File: src/rtl/fixed_pkg.sv
// fixed_pkg: shared definitions for the signed fixed-point datapath blocks.
//   MODE_RND / MODE_SAT : bit positions inside the 2-bit quantisation mode word
//   max_i               : integer maximum
//   frac_w / int_w      : aligned fractional / integer bit counts of two formats
//   full_w              : width of the full-precision sum (int + frac + guard)
package fixed_pkg;

  localparam int MODE_RND = 0;
  localparam int MODE_SAT = 1;

  function automatic int max_i(input int x, input int y);
    return (x > y) ? x : y;
  endfunction

  function automatic int frac_w(input int nbfa, input int nbfb);
    return max_i(nbfa, nbfb);
  endfunction

  function automatic int int_w(input int nba, input int nbfa,
                               input int nbb, input int nbfb);
    return max_i(nba - nbfa, nbb - nbfb);
  endfunction

  function automatic int full_w(input int nba, input int nbfa,
                                input int nbb, input int nbfb);
    return int_w(nba, nbfa, nbb, nbfb) + frac_w(nbfa, nbfb) + 1;
  endfunction

endpackage

File: src/rtl/fixed_quantizer.sv
// fixed_quantizer: combinational requantiser S(NBI,NBFI) -> S(NBO,NBFO).
//   in_i  : full-precision signed input
//   rnd_i : 1 = round half-up, 0 = truncate (floor)
//   sat_i : 1 = saturate on overflow, 0 = wrap
//   out_o : quantised result
//   ovf_o : result overflowed the output format (after rounding)
// Requires NBFO <= NBFI and NBO - NBFO <= NBI - NBFI + 1.
module fixed_quantizer #(
  parameter int NBI  = 17,
  parameter int NBFI = 14,
  parameter int NBO  = 11,
  parameter int NBFO = 10
) (
  input  logic [NBI-1:0] in_i,
  input  logic           rnd_i,
  input  logic           sat_i,
  output logic [NBO-1:0] out_o,
  output logic           ovf_o
);

  localparam int D  = NBFI - NBFO;
  localparam int RW = NBI + 1;
  localparam int DH = (D > 0) ? D - 1 : 0;
  localparam logic [RW-1:0] HALF = (D > 0) ? (RW'(1) << DH) : '0;

  logic [RW-1:0]  ext;
  logic [RW-1:0]  rnd;
  logic [RW-1:0]  sh;
  logic [RW-NBO:0] upper;
  logic [NBO-1:0] satv;

  always_comb begin
    // One extra bit so the rounding increment can never overflow the word.
    ext   = {in_i[NBI-1], in_i};
    rnd   = ext + (rnd_i ? HALF : '0);
    // Arithmetic shift keeps the full word width, so every bit above the
    // output sign position is available for the overflow test.
    sh    = $signed(rnd) >>> D;
    upper = sh[RW-1:NBO-1];
    ovf_o = (|upper) && !(&upper);
    satv  = sh[RW-1] ? {1'b1, {(NBO-1){1'b0}}} : {1'b0, {(NBO-1){1'b1}}};
    out_o = (ovf_o && sat_i) ? satv : sh[NBO-1:0];
  end

endmodule

File: src/rtl/sumador_fixed_pipe.sv
// sumador_fixed_pipe: two-stage pipelined signed fixed-point adder with
// per-sample quantisation mode (round/truncate, saturate/wrap).
//   clk, i_rst_n    : rising-edge clock, asynchronous active-low reset
//   i_valid, i_a, i_b, i_mode : sample input; i_mode[0]=round, i_mode[1]=saturate
//   i_clr_ovf       : clears sticky overflow flag and event counter
//   o_valid, o_full, o_sum, o_ovf : result, latency 2
//   o_ovf_sticky    : any overflow since reset/clear
//   o_sat_cnt       : overflow event counter (saturating)
// Macro SUMADOR_FIXED_SAT_CNT_EN: when defined the counter is built;
// otherwise o_sat_cnt is tied to zero.
module sumador_fixed_pipe
  import fixed_pkg::*;
#(
  parameter int NBA   = 16,
  parameter int NBFA  = 14,
  parameter int NBB   = 12,
  parameter int NBFB  = 11,
  parameter int NBS   = 11,
  parameter int NBFS  = 10,
  parameter int NBCNT = 16
) (
  input  logic                                  clk,
  input  logic                                  i_rst_n,
  input  logic                                  i_valid,
  input  logic [NBA-1:0]                        i_a,
  input  logic [NBB-1:0]                        i_b,
  input  logic [1:0]                            i_mode,
  input  logic                                  i_clr_ovf,
  output logic                                  o_valid,
  output logic [full_w(NBA,NBFA,NBB,NBFB)-1:0]  o_full,
  output logic [NBS-1:0]                        o_sum,
  output logic                                  o_ovf,
  output logic                                  o_ovf_sticky,
  output logic [NBCNT-1:0]                      o_sat_cnt
);

  localparam int NF = frac_w(NBFA, NBFB);
  localparam int NW = full_w(NBA, NBFA, NBB, NBFB);

  logic [NW-1:0]  a_al, b_al, full_d;
  logic           v1_q;
  logic [NW-1:0]  full1_q;
  logic [1:0]     mode1_q;
  logic           v2_q;
  logic [NW-1:0]  full2_q;
  logic [NBS-1:0] sum_q, q_sum;
  logic           ovf_q, q_ovf;
  logic           sticky_q, sticky_d;
  logic           ovf_evt;

  // Stage 1: align both operands to NF fractional bits inside the guarded width.
  always_comb begin
    a_al   = {{(NW-NBA){i_a[NBA-1]}}, i_a} << (NF - NBFA);
    b_al   = {{(NW-NBB){i_b[NBB-1]}}, i_b} << (NF - NBFB);
    full_d = a_al + b_al;
  end

  always_ff @(posedge clk or negedge i_rst_n) begin
    if (!i_rst_n) begin
      v1_q    <= 1'b0;
      full1_q <= '0;
      mode1_q <= '0;
    end else begin
      v1_q <= i_valid;
      if (i_valid) begin
        full1_q <= full_d;
        mode1_q <= i_mode;
      end
    end
  end

  fixed_quantizer #(
    .NBI  (NW),
    .NBFI (NF),
    .NBO  (NBS),
    .NBFO (NBFS)
  ) u_quant (
    .in_i  (full1_q),
    .rnd_i (mode1_q[MODE_RND]),
    .sat_i (mode1_q[MODE_SAT]),
    .out_o (q_sum),
    .ovf_o (q_ovf)
  );

  // An overflow event arriving together with a clear takes priority.
  always_comb begin
    ovf_evt  = v1_q & q_ovf;
    sticky_d = sticky_q;
    if (ovf_evt)        sticky_d = 1'b1;
    else if (i_clr_ovf) sticky_d = 1'b0;
  end

  always_ff @(posedge clk or negedge i_rst_n) begin
    if (!i_rst_n) begin
      v2_q     <= 1'b0;
      full2_q  <= '0;
      sum_q    <= '0;
      ovf_q    <= 1'b0;
      sticky_q <= 1'b0;
    end else begin
      v2_q     <= v1_q;
      sticky_q <= sticky_d;
      if (v1_q) begin
        full2_q <= full1_q;
        sum_q   <= q_sum;
        ovf_q   <= q_ovf;
      end
    end
  end

`ifdef SUMADOR_FIXED_SAT_CNT_EN
  logic [NBCNT-1:0] cnt_q, cnt_d;

  always_comb begin
    cnt_d = cnt_q;
    if (i_clr_ovf)                  cnt_d = ovf_evt ? NBCNT'(1) : '0;
    else if (ovf_evt && !(&cnt_q))  cnt_d = cnt_q + NBCNT'(1);
  end

  always_ff @(posedge clk or negedge i_rst_n) begin
    if (!i_rst_n) cnt_q <= '0;
    else          cnt_q <= cnt_d;
  end

  assign o_sat_cnt = cnt_q;
`else
  assign o_sat_cnt = '0;
`endif

  assign o_valid      = v2_q;
  assign o_full       = full2_q;
  assign o_sum        = sum_q;
  assign o_ovf        = ovf_q;
  assign o_ovf_sticky = sticky_q;

endmodule

File: config.mk
export PLATFORM = sky130hd
export DESIGN_NAME = sumador_fixed_pipe
export DESIGN_NICKNAME = d
export VERILOG_FILES = /design/src/rtl/fixed_pkg.sv /design/src/rtl/fixed_quantizer.sv /design/src/rtl/sumador_fixed_pipe.sv
export SDC_FILE = /design/constraint.sdc
export NUM_CORES = 1
export LEC_CHECK = 0
export CAP_MARGIN = 30
export CORE_MARGIN = 5
export CORE_UTILIZATION = 49
export CTS_CLUSTER_SIZE = 40
export DETAILED_ROUTE_END_ITERATION = 10
export PLACE_DENSITY = 0.81
export SLEW_MARGIN = 20
export SYNTH_ARGS = -nofsm -noshare
export SYNTH_HDL_FRONTEND = slang
export SYNTH_SLANG_ARGS = --single-unit
File: constraint.sdc
create_clock -name clk -period 2 [get_ports clk]
set_clock_uncertainty 0.05 [all_clocks]
set_input_delay 0.5 -clock clk [delete_from_list [all_inputs] [get_ports clk]]
set_output_delay 0.5 -clock clk [all_outputs]
set_load 0.05 [all_outputs]
# After elaboration in Yosys (flattened, before gate mapping)
# Index checks and enable logic that the tools add are counted.
# totals
reg_bits	51
output_inout_bits	47
word_cells	22
# op_classes
add_sub_neg	2
n_mux	5
n_bitwise	1
reduce_logical	6
# ops
operator	n
$mux 11	2
$add 18x18->18	1
$add 16x15->17	1
$mux 4	1
$reduce_and 4->1	1
$reduce_or 4->1	1
$logic_and 1x1->1	2
$mux 1	2
$reduce_bool 2->1	1
$and 1x1->1	1
$logic_not 1->1	1

# Logic depth before layout (Yosys ltp)
# Gate-level depths: netlist of the first run.
# logic_depth
depth_word	7
depth_mapped	9
ltp_nobuf	9

# Hierarchy
# From an unflattened synthesis of the first run, not the netlist that was laid out.
# hier_totals
cells_unflattened	309
area_unflattened_um2	3236.9
# by_module_without_submodules
module	n_inst	cells_per_inst	area_per_inst_um2
sumador_fixed_pipe	1	237	2706.3
fixed_quantizer	1	72	530.5

# Worst setup path after synthesis of the first run
# No wires, ideal clock.
# synth_timing
kind	input -> register
start	input i_a[3]
end	register full1_q[15]
t_arrival_ns	2.151
required_time_ns	1.863
slack_ns	-0.288
cell_stages	9
path_buffers	0
cell_sequence	ha_1 -> inv_1 -> fa_1 -> nor2b_1 -> o31a_1 -> o21ai_1 -> a211o_1 -> a311o_1 -> a22oi_1
# synth_via
elab_chain_cells	1
# synth_lines
item	line_no	source
start, declared	sumador_fixed_pipe.sv:25	input logic [NBA-1:0] i_a,
$add 16x15->17	sumador_fixed_pipe.sv:55	full_d = a_al + b_al;
end signal, assigned	sumador_fixed_pipe.sv:66	full1_q <= full_d;
end, declared	sumador_fixed_pipe.sv:42	logic [NW-1:0] full1_q;
# No other way between the ends.
# A chain may end at the register's enable or synchronous reset.

# Worst setup path in the final report of the first run
# layout_timing
start	input i_b[0]
end	register full1_q[15]
# layout_via
elab_chain_cells	1
# layout_lines
item	line_no	source
start, declared	sumador_fixed_pipe.sv:26	input logic [NBB-1:0] i_b,
$add 16x15->17	sumador_fixed_pipe.sv:55	
# No other way between the ends.

==> impl_metrics.env, run 1 <==
export IMPL_outcome="finished with violations"
export IMPL_violations="setup timing"
export IMPL_stdcell_area_sq_um=4300
export IMPL_synth_top_family_by_area="compound AO/OA/AOI/OAI gates"
export IMPL_rr_startpoint="full1_q[3]$_DFFE_PN0P_"
export IMPL_ys_warn_count=0
export IMPL_ys_ff_latch=51
export IMPL_yosys_top_cells_area="dfrtp_1 42%, mux2_2 12%, ha_1 5.8%, buf_4 4.2%, o21ai_1 4.0%"
export IMPL_period_share_pct=104.0
export IMPL_grt_max_degree=31
export IMPL_maxCapViolations=0
export IMPL_p_sw_mw=1.691
export IMPL_place_inst=451
export IMPL_worstPathArrival_ns=2.25
export IMPL_crit_required_ns=2.17
export IMPL_grt_ovfl_total=0
export IMPL_clk_path_buf_depth=2
export IMPL_cts_buffers_inserted=5
export IMPL_place_gp_congestion=0.7928
export IMPL_grt_pass1_vias=2547
export IMPL_final_layout_size_suffix_gt1_share_pct=44.75
export IMPL_crit_fanout=2
export IMPL_post_place_ws_ns=-0.8035
export IMPL_setup_viol=11
export IMPL_io_buffer_count=64
export IMPL_grt_pass1_wl_um=11630
export IMPL_nNetsFinal=448
export IMPL_r2r_slack_ns=-0.04
export IMPL_ys_types=49
export IMPL_cts_tree="done"
export IMPL_dr_pass1_iters=4
export IMPL_path_clk_slew_ns=0.09
export IMPL_final_max_slew_viol_count=0
export IMPL_syn_avg_cell_area_sq_um=10.52
export IMPL_synth_compound_area_share_pct=14.48
export IMPL_rsz0062_at_grt="true"
export IMPL_final_cells=475
export IMPL_synth_top_area_share_pct=42.43
export IMPL_relSlewSlack_pct=66.59
export IMPL_via_per_inst=5.278
export IMPL_swShare_pct=40.84
export IMPL_synth_edff_count=0
export IMPL_hold_ws_ns=0.09848
export IMPL_fin_crit_ns=2.080
export IMPL_route_detailed_wl_per_inst_um=15.83
export IMPL_worst_pin_slew_ns=0.5011
export IMPL_areaGrowthSynthToFinish_pct=42.97
export IMPL_drc=0
export IMPL_seq_power_share_pct=34.5
export IMPL_hold_violations=0
export IMPL_antenna_cells=0
export IMPL_fp_row_count=28
export IMPL_start_kind="primary input"
export IMPL_ys_seq_area_share_pct=42.43
export IMPL_netlist_area_sq_um=3008
export IMPL_yosysTopAreaCell="dfrtp_1"
export IMPL_ios=81
export IMPL_crit_path_start="i_b[0]"
export IMPL_clockRootBuffer="clkbuf_8"
export IMPL_grt_usage_pct=18.75
export IMPL_die_w_um=88.35
export IMPL_ys_async_sr_fraction_pct=100.0
export IMPL_synth_simple_area_share_pct=9.983
export IMPL_coreArea_sq_um=5956
export IMPL_syn_inst=286
export IMPL_power_density_nw_per_um2=963.0
export IMPL_synth_area_mux_share_pct=12.27
export IMPL_power_leakage_nw=2.002
export IMPL_synth_xor_area_share_pct=5.241
export IMPL_power_frac_comb_pct=47.7
export IMPL_vias=2507
export IMPL_worstSetupPathType="primary input to flip-flop"
export IMPL_pwr_share_clk_pct=17.8
export IMPL_antenna_found_initial=0
export IMPL_start_util_pct=50.50
export IMPL_cts_sinks=51
export IMPL_clk_latency_ns=0.31
export IMPL_placed_cell_area_sq_um=3902
export IMPL_tns_ns=-0.3365
export IMPL_clock_fmax_ghz=0.4807
export IMPL_ys_flop_type="dfrtp_1"
export IMPL_fin_util_pct=72.21
export IMPL_dieArea_sq_um=7806
export IMPL_vdd_ir_drop_max_uv=613.7
export IMPL_ant_nets=0
export IMPL_synthAdderAreaFrac_pct=6.489
export IMPL_p_total_mw=4.141
export IMPL_worstHoldPathType="primary input to asynchronous set/reset pin"
export IMPL_drt_iter0_drc=109
export IMPL_hpwl_um=5081
export IMPL_p_int_mw=2.450
export IMPL_htree_levels=2
export IMPL_r2r_cells=9
export IMPL_fin_ws_ns=-0.08017
export IMPL_die_y_um=88.35
export IMPL_endpoint_kind="flip-flop"
export IMPL_wirelength_um=7518
power by group through the flow:
stage | clock network, mW | registers, mW | logic [mW]
2_1_floorplan | 0 | 1.98 | 0.687
3_3_place_gp | 0 | 1.43 | 1.78
3_5_place_dp | 0 | 1.45 | 1.81
4_1_cts | 0.750 | 1.43 | 1.88
5_1_grt | 0.784 | 1.46 | 2.10
6_report | 0.735 | 1.43 | 1.98
cells in the mapped netlist, types with 4 or more instances:
library cell   n
clkbuf_1       4
nand2_1       12
nor3_1         5
nand3_1        8
a21o_1         4
inv_1         22
mux2_2        31
o21ai_1       24
a21oi_1       10
a211oi_1       5
o21ai_0        4
buf_4         17
nor2_1         8
xor2_1         5
ha_1          14
dfrtp_1       51
xnor2_1       13
path summary, 6_finish.rpt:
| path | to |
|---|---|
| setup / recovery | full1_q[15]$_DFFE_PN0P_ |
| hold / removal | o_sum[1]$_DFFE_PN0P_ |
| setup reg to reg | o_sum[7]$_DFFE_PN0P_ |
| hold reg to reg | o_full[1]$_DFFE_PN0P_ |
| max in group asynchronous | full1_q[6]$_DFFE_PN0P_ |
| min in group clk | o_full[1]$_DFFE_PN0P_ |
layout make-up:
class                   count  area [sq um]
clock buffers               6         82.58
clock inverters             2         35.03
fillers                   435          1655
inverters                  22         82.58
multi-input cells         200          1784
flip-flops and latches     51          1276
well taps                  75         93.84
repair buffers            119         945.9
critical path, cell delays in order:
cell	delay, ns
buf_6	0.07
ha_4	0.14
inv_2	0.04
fa_2	0.36
nor2b_2	0.13
o31a_1	0.20
o21ai_2	0.09
a211o_1	0.30
a311o_1	0.28
a22oi_1	0.15
cell families after synthesis:
group           Yosys count
compound gates           68
xor+xnor                 18
fa+ha+maj                15
buf+inv                  50
flops                    51
mux                      33
other cells               1
simple gates             50
state kept, by name (all words and copies together), names as in the netlist:
| signal | flops |
|---|---|
| full1_q | 17 |
| mode1_q | 2 |
| o_full | 17 |
| o_ovf | 1 |
| o_ovf_sticky | 1 |
| o_sum | 11 |
| o_valid | 1 |
| v1_q | 1 |
layer usage:
metal	track usage (%)	vias up	share of wire [%]
li1	-	1200	-
met1	22.13	1195	40
met2	33.72	93	52
met3	2.700	19	5.5
met4	8.242	0	2.6
met5	0	-	0
timing repair:
action / 4_1_cts / 5_1_grt
endpoints found under the hold margin: 0 / 0
hold buffers: 0 / 0
resized for setup: 58 / 29
pin swaps: 20 / 21
buffers inserted: 9 / 7
setup endpoints to repair: 19 / 20
gates cloned: 1 / 0
layout by cell type, fill, tap and decap left out, drive strengths merged, types with 2 or more instances in the layout:
cell	n
clkbuf	11
nand2b	3
o31ai	2
xnor2	13
nor3	5
o211ai	2
o31a	2
a21o	4
nand3	9
o21ai	28
a211oi	5
a31oi	3
ha	14
a21oi	11
nand2	12
and4	2
xor2	5
inv	22
nor2	8
conb	16
mux2i	2
clkdlybuf4s50	14
mux2	31
and2	2
dfrtp	51
and3	3
dlygate4sd2	8
o21a	2
nand4	3
buf	92
Note: power is estimated with default switching activity, not from simulation.
==> inputs of run 2 (changes only) <==
--- a/config.mk
+++ b/config.mk
@@ -6,7 +6,6 @@
 export NUM_CORES = 1
 export LEC_CHECK = 0
 export CAP_MARGIN = 30
-export CORE_MARGIN = 5
 export CORE_UTILIZATION = 49
 export CTS_CLUSTER_SIZE = 40
 export DETAILED_ROUTE_END_ITERATION = 10
==> run 2 against run 1 <==
  * The run still ends with setup timing left
  * Global-route usage rose by 3.1 points
  * Register-to-register slack barely moved
  * Sequential share of layout area increased by 0.14 points
  * Critical path depth is the same
  * Final area is 0.47% lower
  * Critical endpoint unchanged
  * Highest routed layer unchanged
==> impl_metrics.env, run 2 (synthesis gave the netlist of run 1 again) <==
export IMPL_clk_latency_ns=0.30
export IMPL_layout_common_cells="83 x buf_4, 51 x dfrtp_1, 27 x mux2_2"
export IMPL_final_layout_size_suffix_gt1_share_pct=43.11
export IMPL_place_gp_congestion=0.8995
export IMPL_post_place_ws_ns=-0.7923
export IMPL_dr_pass1_iters=4
export IMPL_clk_path_buf_depth=2
export IMPL_clockRootBuffer="clkbuf_8"
export IMPL_vias=2496
export IMPL_ant_nets=0
export IMPL_seq_power_share_pct=35.5
export IMPL_worstPathArrival_ns=2.26
export IMPL_nNetsFinal=448
export IMPL_p_total_mw=4.043
export IMPL_fin_ws_ns=-0.08996
export IMPL_setup_viol=15
export IMPL_placed_cell_area_sq_um=3892
export IMPL_grt_ovfl_total=0
export IMPL_maxCapViolations=0
export IMPL_cts_buffers_inserted=5
export IMPL_p_sw_mw=1.642
export IMPL_grt_usage_pct=21.83
export IMPL_outcome="finished with violations"
export IMPL_pwr_share_clk_pct=16.7
export IMPL_fp_row_count=28
export IMPL_antenna_found_initial=0
export IMPL_final_max_slew_viol_count=0
export IMPL_violations="setup timing"
export IMPL_period_share_pct=104.5
export IMPL_p_int_mw=2.401
export IMPL_die_y_um=80.35
export IMPL_antenna_cells=0
export IMPL_multi_input_area_sq_um=1780
export IMPL_cts_tree="done"
export IMPL_fillCellCount=432
export IMPL_grt_pass1_vias=2399
export IMPL_drt_iter0_drc=125
export IMPL_hold_buffers=0
export IMPL_swShare_pct=40.61
export IMPL_grt_max_degree=23
export IMPL_route_detailed_wl_per_inst_um=14.49
export IMPL_clock_fmax_ghz=0.4785
export IMPL_power_leakage_nw=1.995
export IMPL_grt_pass1_wl_um=10850
export IMPL_tns_ns=-0.4359
export IMPL_drc=0
export IMPL_dieArea_sq_um=6456
export IMPL_wirelength_um=6869
export IMPL_power_density_nw_per_um2=944.6
export IMPL_start_kind="primary input"
export IMPL_stdcell_area_sq_um=4280
export IMPL_htree_levels=2
export IMPL_hold_violations=0
export IMPL_fin_crit_ns=2.090
export IMPL_io_buffer_count=64
export IMPL_path_clk_slew_ns=0.09
export IMPL_place_inst=451
export IMPL_power_frac_comb_pct=47.8
export IMPL_via_per_inst=5.266
export IMPL_crit_required_ns=2.17
export IMPL_ios=81
export IMPL_hpwl_um=4740
export IMPL_worstSetupPathType="primary input to flip-flop"
export IMPL_seq_area_sq_um=1276
export IMPL_endpoint_kind="flip-flop"
export IMPL_cts_sinks=51
export IMPL_worstHoldPathType="primary input to asynchronous set/reset pin"
export IMPL_final_common_cell="buf_4"
export IMPL_crit_fanout=4
export IMPL_vdd_ir_drop_max_uv=531.3
export IMPL_start_util_pct=50.80
export IMPL_coreArea_sq_um=5921
export IMPL_rsz0062_at_grt="true"
export IMPL_die_w_um=80.35
export IMPL_final_cells=474
export IMPL_areaGrowthSynthToFinish_pct=42.30
## run 2: cell types whose count changed in the layout (fill, tap and decap cells not counted), moves of 2 or more
cell / change
ha_2: -2
clkbuf_2: -5
clkdlybuf4s50_1: +2
buf_2: +5
o21ai_1: +2
o21ai_2: -3
dlygate4sd2_1: -2
## run 2: final cells by class
type | count | area share [%]
tap | 75 | 2.192
multi-input combinational | 200 | 41.60
clock inverter | 1 | 0.7015
sequential | 51 | 29.82
timing repair buffer | 119 | 22.07
clock buffer | 6 | 1.695
inverter | 22 | 1.929
## run 2: metal layers
metal | wire length (um) | track usage (%) | vias to the layer above
met2 | 3680 | 38.73 | 82
met5 | 0 | 0 | -
met1 | 2797 | 26.03 | 1204
met3 | 250 | 3.295 | 14
met4 | 141 | 9.286 | 0
li1 | - | - | 1196
## run 2: final timing paths
check	startpoint	to	slack [ns]	depth (start not counted)
max in group asynchronous	i_rst_n	full1_q[10]$_DFFE_PN0P_	1.24	2
worst min-delay path	i_rst_n	o_sum[2]$_DFFE_PN0P_	0.05	1
worst max-delay path	i_b[0]	full1_q[15]$_DFFE_PN0P_	-0.09	10
worst min register to register	full1_q[0]$_DFFE_PN0P_	full1_q[0]$_DFFE_PN0P_	0.46	1
min in group clk	full1_q[0]$_DFFE_PN0P_	full1_q[0]$_DFFE_PN0P_	0.46	1
worst max register to register	full1_q[3]$_DFFE_PN0P_	o_sum[8]$_DFFE_PN0P_	-0.03	9
## run 2: repair_timing
action	4_1_cts	5_1_grt
resized for setup	58	30
pin swaps	19	20
setup buffers	11	5
setup endpoints to repair	19	23
gates cloned	0	1
## run 2: power by group through the flow
| stage | Clock [mW] | Sequential [mW] | Combinational, mW |
|---|---|---|---|
| 2_1_floorplan | 0 | 1.98 | 0.687 |
| 3_3_place_gp | 0 | 1.43 | 1.76 |
| 3_5_place_dp | 0 | 1.45 | 1.79 |
| 4_1_cts | 0.694 | 1.43 | 1.85 |
| 5_1_grt | 0.739 | 1.47 | 2.05 |
| 6_report | 0.674 | 1.43 | 1.93 |
## run 2: worst max-delay path: stages
cell and delay, ns:
buf_6 0.07, ha_4 0.13, inv_2 0.04, fa_2 0.34, nor2b_2 0.13, o31a_1 0.22, o21ai_4 0.10, a211o_1 0.30
a311o_1 0.28, a22oi_1 0.13
## run 2: stage by stage
step	hold slack, ns	utilization [%]
6_report	0.04950	72.30
2_1_floorplan	0.1544	-
4_1_cts	0.05556	69.63
5_1_grt	0.05936	72.30
3_5_place_dp	0.3894	65.74
3_3_place_gp	0.3805	65.74
==> inputs of run 3 (changes only) <==
--- a/config.mk
+++ b/config.mk
@@ -9,6 +9,7 @@
 export CORE_UTILIZATION = 49
 export CTS_CLUSTER_SIZE = 40
 export DETAILED_ROUTE_END_ITERATION = 10
+export HOLD_SLACK_MARGIN = 0.12
 export PLACE_DENSITY = 0.81
 export SLEW_MARGIN = 20
 export SYNTH_ARGS = -nofsm -noshare
==> run 3 against run 2 <==
  * The flow still finishes with violations (setup timing)
  * Wire length increased by 0.22%
  * Sequential share of layout area decreased by 0.069 points
  * Global-route usage unchanged
  * Worst hold slack improved by 0.41 ns
  * Non-clock buffer count increased by 1
  * Clock power about the same
  * Final cell count increased by 0.21%
  * Combinational power about the same
  * First-iteration DRC count decreased by 3.2%
  * Critical path depth unchanged
  * Count of clock-buffer cells in the layout unchanged
  * Setup slack about the same
  * Critical endpoint unchanged
==> impl_metrics.env, run 3 (synthesis gave the netlist of run 1 again) <==
export IMPL_outcome="finished with violations"
export IMPL_violations="setup timing"
export IMPL_power_density_nw_per_um2=943.3
export IMPL_place_gp_congestion=0.8995
export IMPL_fin_util_pct=72.46
export IMPL_final_max_slew_viol_count=0
export IMPL_period_share_pct=104.5
export IMPL_final_layout_size_suffix_gt1_share_pct=43.00
export IMPL_hold_violations=0
export IMPL_via_per_inst=5.278
export IMPL_path_clk_slew_ns=0.08
export IMPL_final_common_cell="buf_4"
export IMPL_die_y_um=80.35
export IMPL_r2r_cells=9
export IMPL_start_util_pct=50.80
export IMPL_io_buffer_count=64
export IMPL_drc=0
export IMPL_grt_usage_pct=21.83
export IMPL_hpwl_um=4740
export IMPL_vias=2507
export IMPL_dr_pass1_iters=4
export IMPL_dieArea_sq_um=6456
export IMPL_fp_row_count=28
export IMPL_endpoint_kind="flip-flop"
export IMPL_maxCapViolations=0
export IMPL_die_w_um=80.35
export IMPL_grt_pass1_vias=2399
export IMPL_wirelength_um=6884
export IMPL_grt_pass1_wl_um=10850
export IMPL_p_total_mw=4.047
export IMPL_worstHoldPathType="flip-flop to flip-flop"
export IMPL_vdd_ir_drop_max_uv=531.4
export IMPL_layout_common_cells="83 x buf_4, 51 x dfrtp_1, 27 x mux2_2"
export IMPL_worstSetupPathType="primary input to flip-flop"
export IMPL_setup_viol=15
export IMPL_antenna_found_initial=0
export IMPL_grt_max_degree=23
export IMPL_power_leakage_nw=1.999
export IMPL_fin_crit_ns=2.090
export IMPL_drt_iter0_drc=121
export IMPL_clk_path_buf_depth=2
export IMPL_ant_nets=0
export IMPL_rsz0062_at_grt="true"
export IMPL_hold_ws_ns=0.4599
export IMPL_fillCellCount=431
export IMPL_cts_tree="done"
export IMPL_cts_sinks=51
export IMPL_htree_levels=2
export IMPL_clk_latency_ns=0.30
export IMPL_tns_ns=-0.4061
export IMPL_nNetsFinal=449
export IMPL_clockRootBuffer="clkbuf_8"
export IMPL_start_kind="primary input"
export IMPL_antenna_cells=0
export IMPL_ios=81
export IMPL_clock_fmax_ghz=0.4785
export IMPL_areaGrowthSynthToFinish_pct=42.64
export IMPL_crit_fanout=4
export IMPL_cts_buffers_inserted=5
export IMPL_worstPathArrival_ns=2.26
export IMPL_worstHoldPathCells=1
export IMPL_multi_input_area_sq_um=1780
export IMPL_crit_required_ns=2.17
export IMPL_coreArea_sq_um=5921
export IMPL_post_place_ws_ns=-0.7923
export IMPL_seq_area_sq_um=1276
export IMPL_route_detailed_wl_per_inst_um=14.49
export IMPL_grt_ovfl_total=0
export IMPL_fin_ws_ns=-0.08968
==> run 3: changes by cell type in the layout (fill, tap and decap cells not counted) <==
cell	previous run	this run
dlygate4sd3_1	0	1
==> run 3: through the flow <==
stage	std cells	cell area [sq um]
floorplan	301	3133
CTS	470	4133
global route	475	4290
global placement	451	3892
detailed placement	451	3892
finish	475	4290
==> run 3: layout make-up <==
cell class / instances / share of cell area [%]
Clock buffer: 6 / 1.691
Clock inverter: 1 / 0.6999
Inverter: 22 / 1.925
Multi-Input combinational cell: 200 / 41.50
Sequential cell: 51 / 29.75
Tap cell: 75 / 2.187
Timing Repair Buffer: 120 / 22.25
==> run 3: report_power, final <==
group / internal, mW / switching (mW) / leakage [nW]
registers: 1.26 / 0.175 / 0.600
clock network: 0.367 / 0.310 / 0.0513
logic: 0.777 / 1.16 / 1.35
total: 2.40 / 1.64 / 2.00
==> run 3: critical path, stage by stage <==
cell,delay [ns]
buf_6,0.07
ha_4,0.13
inv_2,0.04
fa_2,0.34
nor2b_2,0.13
o31a_1,0.22
o21ai_4,0.10
a211o_1,0.30
a311o_1,0.28
a22oi_1,0.13
==> run 3: worst paths after layout <==
check                                  startpoint                       to  slack [ns]
setup / recovery                           i_b[0]  full1_q[15]$_DFFE_PN0P_       -0.09
hold / removal             full1_q[0]$_DFFE_PN0P_   full1_q[0]$_DFFE_PN0P_        0.46
setup reg to reg           full1_q[3]$_DFFE_PN0P_     o_sum[3]$_DFFE_PN0P_       -0.03
hold reg to reg            full1_q[0]$_DFFE_PN0P_   full1_q[0]$_DFFE_PN0P_        0.46
max in group asynchronous                 i_rst_n  full1_q[10]$_DFFE_PN0P_        0.71
min in group asynchronous                 i_rst_n     o_sum[2]$_DFFE_PN0P_        0.59
==> run 3: what timing repair did <==
item                                   in CTS  in global routing
setup endpoints to repair                  19                 23
resized for setup                          58                 30
hold buffers                                1                  0
gates cloned                                0                  1
pin swaps                                  19                 20
buffers inserted                           11                  5
endpoints found under the hold margin      16                  0
==> run 3: per-layer routing <==
layer	part of all wire (%)	vias to the layer above	global-route usage, %
li1	-	1199	-
met1	41	1210	26.03
met2	54	84	38.73
met3	3.7	14	3.295
met4	2.0	0	9.286
met5	0	-	0
